### src/rtl/sram_bist_seq_if.sv
`default_nettype none
// ============================================================================
//  Module      : sram_bist_seq_if
//  Description : Register-level bus between the BIST sequencer and the SRAM
//                controller (command registers out, read data/status back).
//  Revision    : 1.0 - initial release
// ============================================================================
interface sram_bist_seq_if;
    logic [31:0] enable;
    logic [31:0] send;
    logic [31:0] sta_addr;
    logic [31:0] tim_cfg;
    logic [31:0] op_cfg;
    logic [31:0] outp_data;
    logic [31:0] outp_addr;
    logic [31:0] status;

    modport master (
        output enable, send, sta_addr, tim_cfg, op_cfg,
        input  outp_data, outp_addr, status
    );

    modport slave (
        input  enable, send, sta_addr, tim_cfg, op_cfg,
        output outp_data, outp_addr, status
    );
endinterface
`default_nettype wire

### src/rtl/sram_bist_seq.sv
`default_nettype none
// ============================================================================
//  Module      : sram_bist_seq
//  Description : SRAM self-test sequencer: configures the controller, writes
//                one pattern burst, reads the window back and scores it.
//  Revision    : 1.0 - initial release
// ============================================================================
module sram_bist_seq #(
    parameter int ADDR_W  = 10,
    parameter int DATA_W  = 8,
    parameter int TIMEOUT = 4096
) (
    input  logic              clk,
    input  logic              reset,
    input  logic              start,
    input  logic [DATA_W-1:0] pattern,
    input  logic [ADDR_W-1:0] base_addr,
    input  logic [ADDR_W-1:0] length,
    input  logic [1:0]        mode,
    sram_bist_seq_if.master   bus,
    output logic              busy,
    output logic              done,
    output logic              pass,
    output logic              timeout,
    output logic [15:0]       err_cnt,
    output logic [ADDR_W-1:0] first_err_addr
);
    localparam int                c_WD_W      = $clog2(TIMEOUT + 1);
    localparam logic [c_WD_W-1:0] c_WD_LAST   = c_WD_W'(TIMEOUT - 1);
    localparam logic [7:0]        c_ST_CONFIG = 8'h01;
    localparam logic [7:0]        c_ST_IDLE   = 8'h02;
    localparam logic [7:0]        c_ST_READ   = 8'h04;
    localparam logic [7:0]        c_ST_WRITE  = 8'h08;
    localparam logic [7:0]        c_ST_UPDATE = 8'h10;

    typedef enum logic [3:0] {
        S_IDLE  = 4'd0,
        S_CFG   = 4'd1,
        S_ARM   = 4'd2,
        S_WKICK = 4'd3,
        S_WWAIT = 4'd4,
        S_RSET  = 4'd5,
        S_RKICK = 4'd6,
        S_RWAIT = 4'd7,
        S_CMP   = 4'd8,
        S_DONE  = 4'd9
    } state_t;

    state_t            r_state;
    logic [DATA_W-1:0] r_pattern;
    logic [ADDR_W-1:0] r_base;
    logic [ADDR_W-1:0] r_length;
    logic [1:0]        r_mode;
    logic [ADDR_W-1:0] r_idx;
    logic [c_WD_W-1:0] r_wd;
    logic              r_seen_a;
    logic              r_seen_b;
    logic              r_hold;
    logic [31:0]       r_enable;
    logic [31:0]       r_send;
    logic [31:0]       r_sta_addr;
    logic [31:0]       r_tim_cfg;
    logic [31:0]       r_op_cfg;
    logic              r_busy;
    logic              r_done;
    logic              r_pass;
    logic              r_timeout;
    logic [15:0]       r_err_cnt;
    logic [ADDR_W-1:0] r_first_err;

    logic [ADDR_W-1:0] w_room;
    logic [ADDR_W-1:0] w_last;
    logic [ADDR_W:0]   w_addr_ext;
    logic [ADDR_W-1:0] w_addr;
    logic [7:0]        w_st;
    logic              w_wait_state;
    logic              w_wd_hit;
    logic              w_mismatch;
    logic [15:0]       w_err_next;
    logic              w_unused;

    // Beat clamp mirrors the controller: ~base is L-1-base for increment runs.
    assign w_room       = r_mode[1] ? r_base : ~r_base;
    assign w_last       = r_mode[0] ? r_length : ((r_length < w_room) ? r_length : w_room);
    assign w_addr_ext   = r_mode[1] ? ({1'b0, r_base} - {1'b0, r_idx})
                                    : ({1'b0, r_base} + {1'b0, r_idx});
    assign w_addr       = w_addr_ext[ADDR_W-1:0];
    assign w_st         = bus.status[7:0];
    assign w_wait_state = (r_state == S_CFG) || (r_state == S_ARM) ||
                          (r_state == S_WWAIT) || (r_state == S_RWAIT);
    assign w_wd_hit     = w_wait_state && (r_wd == c_WD_LAST);
    assign w_mismatch   = (bus.outp_data[DATA_W-1:0] != r_pattern) ||
                          (bus.outp_addr[ADDR_W-1:0] != w_addr);
    assign w_err_next   = (!w_mismatch || r_err_cnt == 16'hFFFF) ? r_err_cnt
                                                                 : r_err_cnt + 16'd1;
    assign w_unused     = ^{bus.status[31:8], bus.outp_data[31:DATA_W],
                            bus.outp_addr[31:ADDR_W], w_addr_ext[ADDR_W]};

    always_ff @(posedge clk) begin
        if (reset) begin
            r_state     <= S_IDLE;
            r_pattern   <= '0;
            r_base      <= '0;
            r_length    <= '0;
            r_mode      <= '0;
            r_idx       <= '0;
            r_wd        <= '0;
            r_seen_a    <= 1'b0;
            r_seen_b    <= 1'b0;
            r_hold      <= 1'b0;
            r_enable    <= '0;
            r_send      <= '0;
            r_sta_addr  <= '0;
            r_tim_cfg   <= '0;
            r_op_cfg    <= '0;
            r_busy      <= 1'b0;
            r_done      <= 1'b0;
            r_pass      <= 1'b0;
            r_timeout   <= 1'b0;
            r_err_cnt   <= '0;
            r_first_err <= '0;
        end else begin
            r_done <= 1'b0;
            r_wd   <= r_wd + c_WD_W'(1);
            if (w_wd_hit) begin
                r_enable  <= '0;
                r_timeout <= 1'b1;
                r_pass    <= 1'b0;
                r_done    <= 1'b1;
                r_busy    <= 1'b0;
                r_wd      <= '0;
                r_state   <= S_DONE;
            end else begin
                case (r_state)
                    S_IDLE: begin
                        if (start) begin
                            r_pattern   <= pattern;
                            r_base      <= base_addr;
                            r_length    <= length;
                            r_mode      <= mode;
                            r_sta_addr  <= 32'(base_addr);
                            r_tim_cfg   <= 32'(length);
                            r_op_cfg    <= {30'b0, mode};
                            r_pass      <= 1'b0;
                            r_timeout   <= 1'b0;
                            r_err_cnt   <= '0;
                            r_first_err <= '0;
                            r_busy      <= 1'b1;
                            r_seen_a    <= 1'b0;
                            r_hold      <= 1'b0;
                            r_wd        <= '0;
                            r_state     <= S_CFG;
                        end
                    end
                    S_CFG: begin
                        if (!r_seen_a) begin
                            r_seen_a <= (w_st == c_ST_CONFIG);
                        end else if (r_hold) begin
                            r_enable <= 32'h1;
                            r_wd     <= '0;
                            r_state  <= S_ARM;
                        end else begin
                            r_hold <= 1'b1;
                        end
                    end
                    S_ARM: begin
                        if (w_st == c_ST_IDLE) begin
                            r_wd    <= '0;
                            r_state <= S_WKICK;
                        end
                    end
                    S_WKICK: begin
                        // Toggling bit 31 guarantees the controller sees a new command.
                        r_send   <= {~r_send[31], 31'(r_pattern)};
                        r_seen_a <= 1'b0;
                        r_seen_b <= 1'b0;
                        r_wd     <= '0;
                        r_state  <= S_WWAIT;
                    end
                    S_WWAIT: begin
                        if (!r_seen_a) begin
                            r_seen_a <= (w_st == c_ST_WRITE);
                        end else if (!r_seen_b) begin
                            r_seen_b <= (w_st == c_ST_UPDATE);
                        end else if (w_st == c_ST_IDLE) begin
                            r_enable <= 32'h3;
                            r_idx    <= '0;
                            r_hold   <= 1'b0;
                            r_wd     <= '0;
                            r_state  <= S_RSET;
                        end
                    end
                    S_RSET: begin
                        if (r_hold) begin
                            r_wd    <= '0;
                            r_state <= S_RKICK;
                        end else begin
                            r_hold <= 1'b1;
                        end
                    end
                    S_RKICK: begin
                        r_send   <= {~r_send[31], 31'(w_addr)};
                        r_seen_a <= 1'b0;
                        r_wd     <= '0;
                        r_state  <= S_RWAIT;
                    end
                    S_RWAIT: begin
                        if (!r_seen_a) begin
                            r_seen_a <= (w_st == c_ST_READ);
                        end else if (w_st == c_ST_IDLE) begin
                            r_wd    <= '0;
                            r_state <= S_CMP;
                        end
                    end
                    S_CMP: begin
                        r_err_cnt <= w_err_next;
                        if (w_mismatch && r_err_cnt == 16'd0) begin
                            r_first_err <= w_addr;
                        end
                        r_wd <= '0;
                        if (r_idx == w_last) begin
                            r_enable <= '0;
                            r_pass   <= (w_err_next == 16'd0) && !r_timeout;
                            r_done   <= 1'b1;
                            r_busy   <= 1'b0;
                            r_state  <= S_DONE;
                        end else begin
                            r_idx   <= r_idx + ADDR_W'(1);
                            r_state <= S_RKICK;
                        end
                    end
                    S_DONE: begin
                        r_wd    <= '0;
                        r_state <= S_IDLE;
                    end
                    default: begin
                        r_enable <= '0;
                        r_busy   <= 1'b0;
                        r_state  <= S_IDLE;
                    end
                endcase
            end
        end
    end

    assign bus.enable     = r_enable;
    assign bus.send       = r_send;
    assign bus.sta_addr   = r_sta_addr;
    assign bus.tim_cfg    = r_tim_cfg;
    assign bus.op_cfg     = r_op_cfg;
    assign busy           = r_busy;
    assign done           = r_done;
    assign pass           = r_pass;
    assign timeout        = r_timeout;
    assign err_cnt        = r_err_cnt;
    assign first_err_addr = r_first_err;
endmodule
`default_nettype wire

### src/flat_wrapper.sv
// flat-port wrapper written by rule: the top's interface ports become plain ports
module sram_bist_seq_flat 
#(
    parameter int ADDR_W  = 10,
    parameter int DATA_W  = 8,
    parameter int TIMEOUT = 4096
)
  (clk, reset, start, pattern, base_addr, length, mode, busy, done, pass, timeout, err_cnt, first_err_addr, bus_enable, bus_send, bus_sta_addr, bus_tim_cfg, bus_op_cfg, bus_outp_data, bus_outp_addr, bus_status);
  sram_bist_seq_if bus_i ();
  input  logic clk;
  input  logic reset;
  input  logic start;
  input  logic [DATA_W-1:0] pattern;
  input  logic [ADDR_W-1:0] base_addr;
  input  logic [ADDR_W-1:0] length;
  input  logic [1:0] mode;
  output logic busy;
  output logic done;
  output logic pass;
  output logic timeout;
  output logic [15:0] err_cnt;
  output logic [ADDR_W-1:0] first_err_addr;
  output wire logic [$bits(bus_i.enable)-1:0] bus_enable;
  output wire logic [$bits(bus_i.send)-1:0] bus_send;
  output wire logic [$bits(bus_i.sta_addr)-1:0] bus_sta_addr;
  output wire logic [$bits(bus_i.tim_cfg)-1:0] bus_tim_cfg;
  output wire logic [$bits(bus_i.op_cfg)-1:0] bus_op_cfg;
  input wire logic [$bits(bus_i.outp_data)-1:0] bus_outp_data;
  input wire logic [$bits(bus_i.outp_addr)-1:0] bus_outp_addr;
  input wire logic [$bits(bus_i.status)-1:0] bus_status;
  assign bus_enable = bus_i.enable;
  assign bus_send = bus_i.send;
  assign bus_sta_addr = bus_i.sta_addr;
  assign bus_tim_cfg = bus_i.tim_cfg;
  assign bus_op_cfg = bus_i.op_cfg;
  assign bus_i.outp_data = bus_outp_data;
  assign bus_i.outp_addr = bus_outp_addr;
  assign bus_i.status = bus_status;
  sram_bist_seq #(.ADDR_W(ADDR_W), .DATA_W(DATA_W), .TIMEOUT(TIMEOUT)) u_core (.clk(clk), .reset(reset), .start(start), .pattern(pattern), .base_addr(base_addr), .length(length), .mode(mode), .bus(bus_i), .busy(busy), .done(done), .pass(pass), .timeout(timeout), .err_cnt(err_cnt), .first_err_addr(first_err_addr));
endmodule
### config.mk
export PLATFORM = sky130hd
export DESIGN_NAME = sram_bist_seq_flat
export DESIGN_NICKNAME = d
export VERILOG_FILES = /design/src/rtl/sram_bist_seq_if.sv /design/src/rtl/sram_bist_seq.sv /design/src/flat_wrapper.sv
export SDC_FILE = /design/constraint.sdc
export NUM_CORES = 1
export LEC_CHECK = 0
export BUFFER_PORTS_ARGS = -buffer_cell sky130_fd_sc_hd__buf_2
export CAP_MARGIN = 15
export CORE_ASPECT_RATIO = 0.75
export CORE_MARGIN = 5
export CORE_UTILIZATION = 35
export DETAILED_ROUTE_END_ITERATION = 8
export GPL_ROUTABILITY_DRIVEN = 0
export GPL_TIMING_DRIVEN = 0
export SYNTH_ARGS = -nofsm -noshare
export SYNTH_HDL_FRONTEND = slang
export SYNTH_SLANG_ARGS = --single-unit
### constraint.sdc
create_clock -name clk -period 9.5 [get_ports clk]
set_input_delay 0.475 -clock clk [delete_from_list [all_inputs] [get_ports clk]]
set_output_delay 0.475 -clock clk [all_outputs]
set_load 0.02 [all_outputs]
==> results_dict.tcl <==
set metrics [dict create \
    status "complete, no violations" \
    fmax_mhz 211 \
    cts-root-buf "clkbuf_16" \
    worst_pin_slew_ps 1040 \
    cts_buffer_depth 2 \
    final_cells 1482 \
    cp.arrival_ps 5030 \
    placed_cells 1466 \
    fin_skew_ps 9.05 \
    maxCapViolations 0 \
    grtUsageTotal 0.185 \
    wl_per_cell_um 15.4 \
    yosysTopAreaCellShare 0.281 \
    async_reset_ff_frac 0 \
    timing.hold.ws_ps 346 \
    worstRegToRegCells 17 \
    wl_um 22800 \
    crit_end "u_core.first_err_addr[9]$_SDFFE_PP0P_" \
    grt_pass1_vias 6276 \
    peakVddDrop_uv 128 \
    cts_tree "built" \
    ant_nets 0 \
    synth_ff_type "dfxtp_1" \
    timing.rr.end "u_core.first_err_addr[9]$_SDFFE_PP0P_" \
    rows 45 \
    finalSetupViolations 0 \
    stdcell_area_mm2 0.00905 \
    finalCriticalPeriod_ps 4750 \
    final_util 0.443 \
    min_path_type "in2reg" \
    yosysSeqAreaShare 0.281 \
    synth_area_leaders "dfxtp_1, buf_4, xnor2_1" \
    placed_area_mm2 0.00878 \
    finalHoldViolCount 0 \
    synth_edf_count 0 \
    layout-drive-gt1-share 0.243 \
    vias 6975 \
    ff2ff_setup_slack_ps 4750 \
    drv_slew 0 \
    clock_sinks 103 \
    drt_iter0_markers 603 \
    post-cts-setup-buffers 0 \
    yosysMostFrequentCell "buf_4" \
    period_share 0.500 \
    timing.rr.start "u_core.r_mode[1]$_SDFFE_PP0P_" \
    cp_max_fo 10 \
    mappedNetlistArea_mm2 0.00735 \
    crit_required_ps 9790 \
    die_area_mm2 0.0240 \
    p_leak_nw 4.24 \
    antenna_found_initial 2 \
    fp.coreArea_mm2 0.0204 \
    critPathLaunch "u_core.r_mode[1]$_SDFFE_PP0P_" \
    firstDrtPassIters 5 \
    ios 319 \
    critPathKind "reg2reg" \
    n_antenna_cell 0 \
    slew_headroom 0.299 \
    numCtsBuffers 9 \
    grt_max_degree 17 \
    finalSetupTns_ps 0 \
    grt_pass1_wl_um 35500 \
    avgSynthCellArea_um2 7.84 \
    port_buffers 123 \
    rsz0062_at_grt "no" \
    startpoint_type "register" \
    hpwl_um 18100 \
    ys_ff_latch 103 \
    cp-end-kind "register" \
    clk_latency_ps 360 \
    powerDensity_mw_per_mm2 227 \
    path_clk_slew_ps 70 \
    synth_warnings 0 \
    synth_top_area_cell "dfxtp_1" \
    ys_types 68 \
    syn_inst 937 \
    hold_buffers 0 \
    synthTopCellsByCount "buf_4, nand2_1, dfxtp_1" \
    cts_htree_levels 3 \
    die_w_um 177 \
    via_per_inst 4.71 \
    start_util 0.359 \
    drc 0 \
    grt_overflow_total 0 \
    syn_to_final_growth_pct 23.2 \
    die_h_um 135 \
    finalNetCount 1348 \
    ctsResizeCount 0 \
]
-- where the power goes --
group          total, mW  switching [mW]  internal, mW
Sequential         0.553          0.0683         0.484
Combinational       1.15           0.703         0.444
Clock              0.354           0.176         0.178
-- metal layers --
metal	vias up	routed length (um)	global-route usage
li1	3506	-	-
met1	3191	11200	0.277
met2	253	9640	0.271
met3	21	1750	0.0438
met4	4	243	0.0352
met5	-	21	0
-- sequential cells by signal, indices dropped and copies added (netlist names), 4 cells and up --
name and flops:
u_core.r_pattern 8, u_core.r_length 10, u_core.err_cnt 16, u_core.first_err_addr 10, u_core.bus.send 11, u_core.r_base 10
u_core.r_idx 10, u_core.r_state 4, u_core.r_wd 13
-- how the worst min path moves through the flow --
stage                                    from                                to  slack, ps  cells after the start
finish                             pattern[6]  u_core.r_pattern[6]$_SDFFE_PP0P_        350                      3
global route                       pattern[3]  u_core.r_pattern[3]$_SDFFE_PP0P_        340                      3
CTS                                pattern[3]  u_core.r_pattern[3]$_SDFFE_PP0P_        330                      3
detailed placement  u_core.r_wd[0]$_SDFF_PP0_         u_core.r_wd[0]$_SDFF_PP0_        460                      1
global placement    u_core.r_wd[0]$_SDFF_PP0_         u_core.r_wd[0]$_SDFF_PP0_        450                      1
floorplan           u_core.r_wd[0]$_SDFF_PP0_         u_core.r_wd[0]$_SDFF_PP0_        430                      1
-- through the flow --
step                total power [mW]  setup WS, ps
finish                          2.05          4750
global route                    2.21          4320
CTS                             2.06          4790
detailed placement              1.70          4820
global placement                1.69          4850
floorplan                       1.41          5300
-- layout by cell type, fill, tap and decap left out, types with 5 or more instances in the layout --
cell type,instances
dfxtp_1,103
buf_4,128
clkbuf_16,9
nor2b_1,8
clkbuf_1,39
or3_1,9
buf_1,5
conb_1,125
a311oi_1,9
nand3_1,29
xor2_1,40
nor2_1,97
nand2_1,104
a22oi_1,14
nand2b_1,8
mux2i_1,14
a211oi_1,15
a21oi_1,69
xnor2_1,46
ha_1,23
o21ai_0,19
buf_2,128
nor4_1,6
nor3_1,17
nand4_1,12
and3_1,16
a21o_1,6
inv_1,19
-- cell type report --
class                      count  area [um2]
timing repair buffer         123         616
multi-input combinational    763        4520
clock inverter                 5        35.0
clock buffer                  11         233
sequential                   103        2060
buffer                       176        1150
tap                          282         353
inverter                      19        71.3
fill                        2133       11400
-- cell families (layout without fill, tap and decap cells) --
logic type | after synthesis | in the layout | synth area share
muxes | 17 | 17 | 0.0237
buffers and inverters | 195 | 334 | 0.167
DFF | 103 | 103 | 0.281
and+or+nand+nor | 333 | 333 | 0.217
AOI/OAI and AO/OA | 175 | 175 | 0.158
xor gates and xnor gates | 89 | 89 | 0.111
adders and majority gates | 24 | 24 | 0.0419
other | 1 | 125 | 0.000510
-- critical path, stage by stage (launching register included) --
cell	delay (ps)
dfxtp_1	330
buf_2	180
clkbuf_1	410
buf_1	530
nor2_1	130
xnor2_1	170
ha_1	380
a21o_1	220
a2111o_1	380
o221a_2	310
xnor2_1	200
nand4_2	260
buf_4	270
nand3_1	70
a21o_1	110
clkbuf_1	390
a22oi_1	170
nor2_1	150
Note: power is estimated with default switching activity, not from simulation.
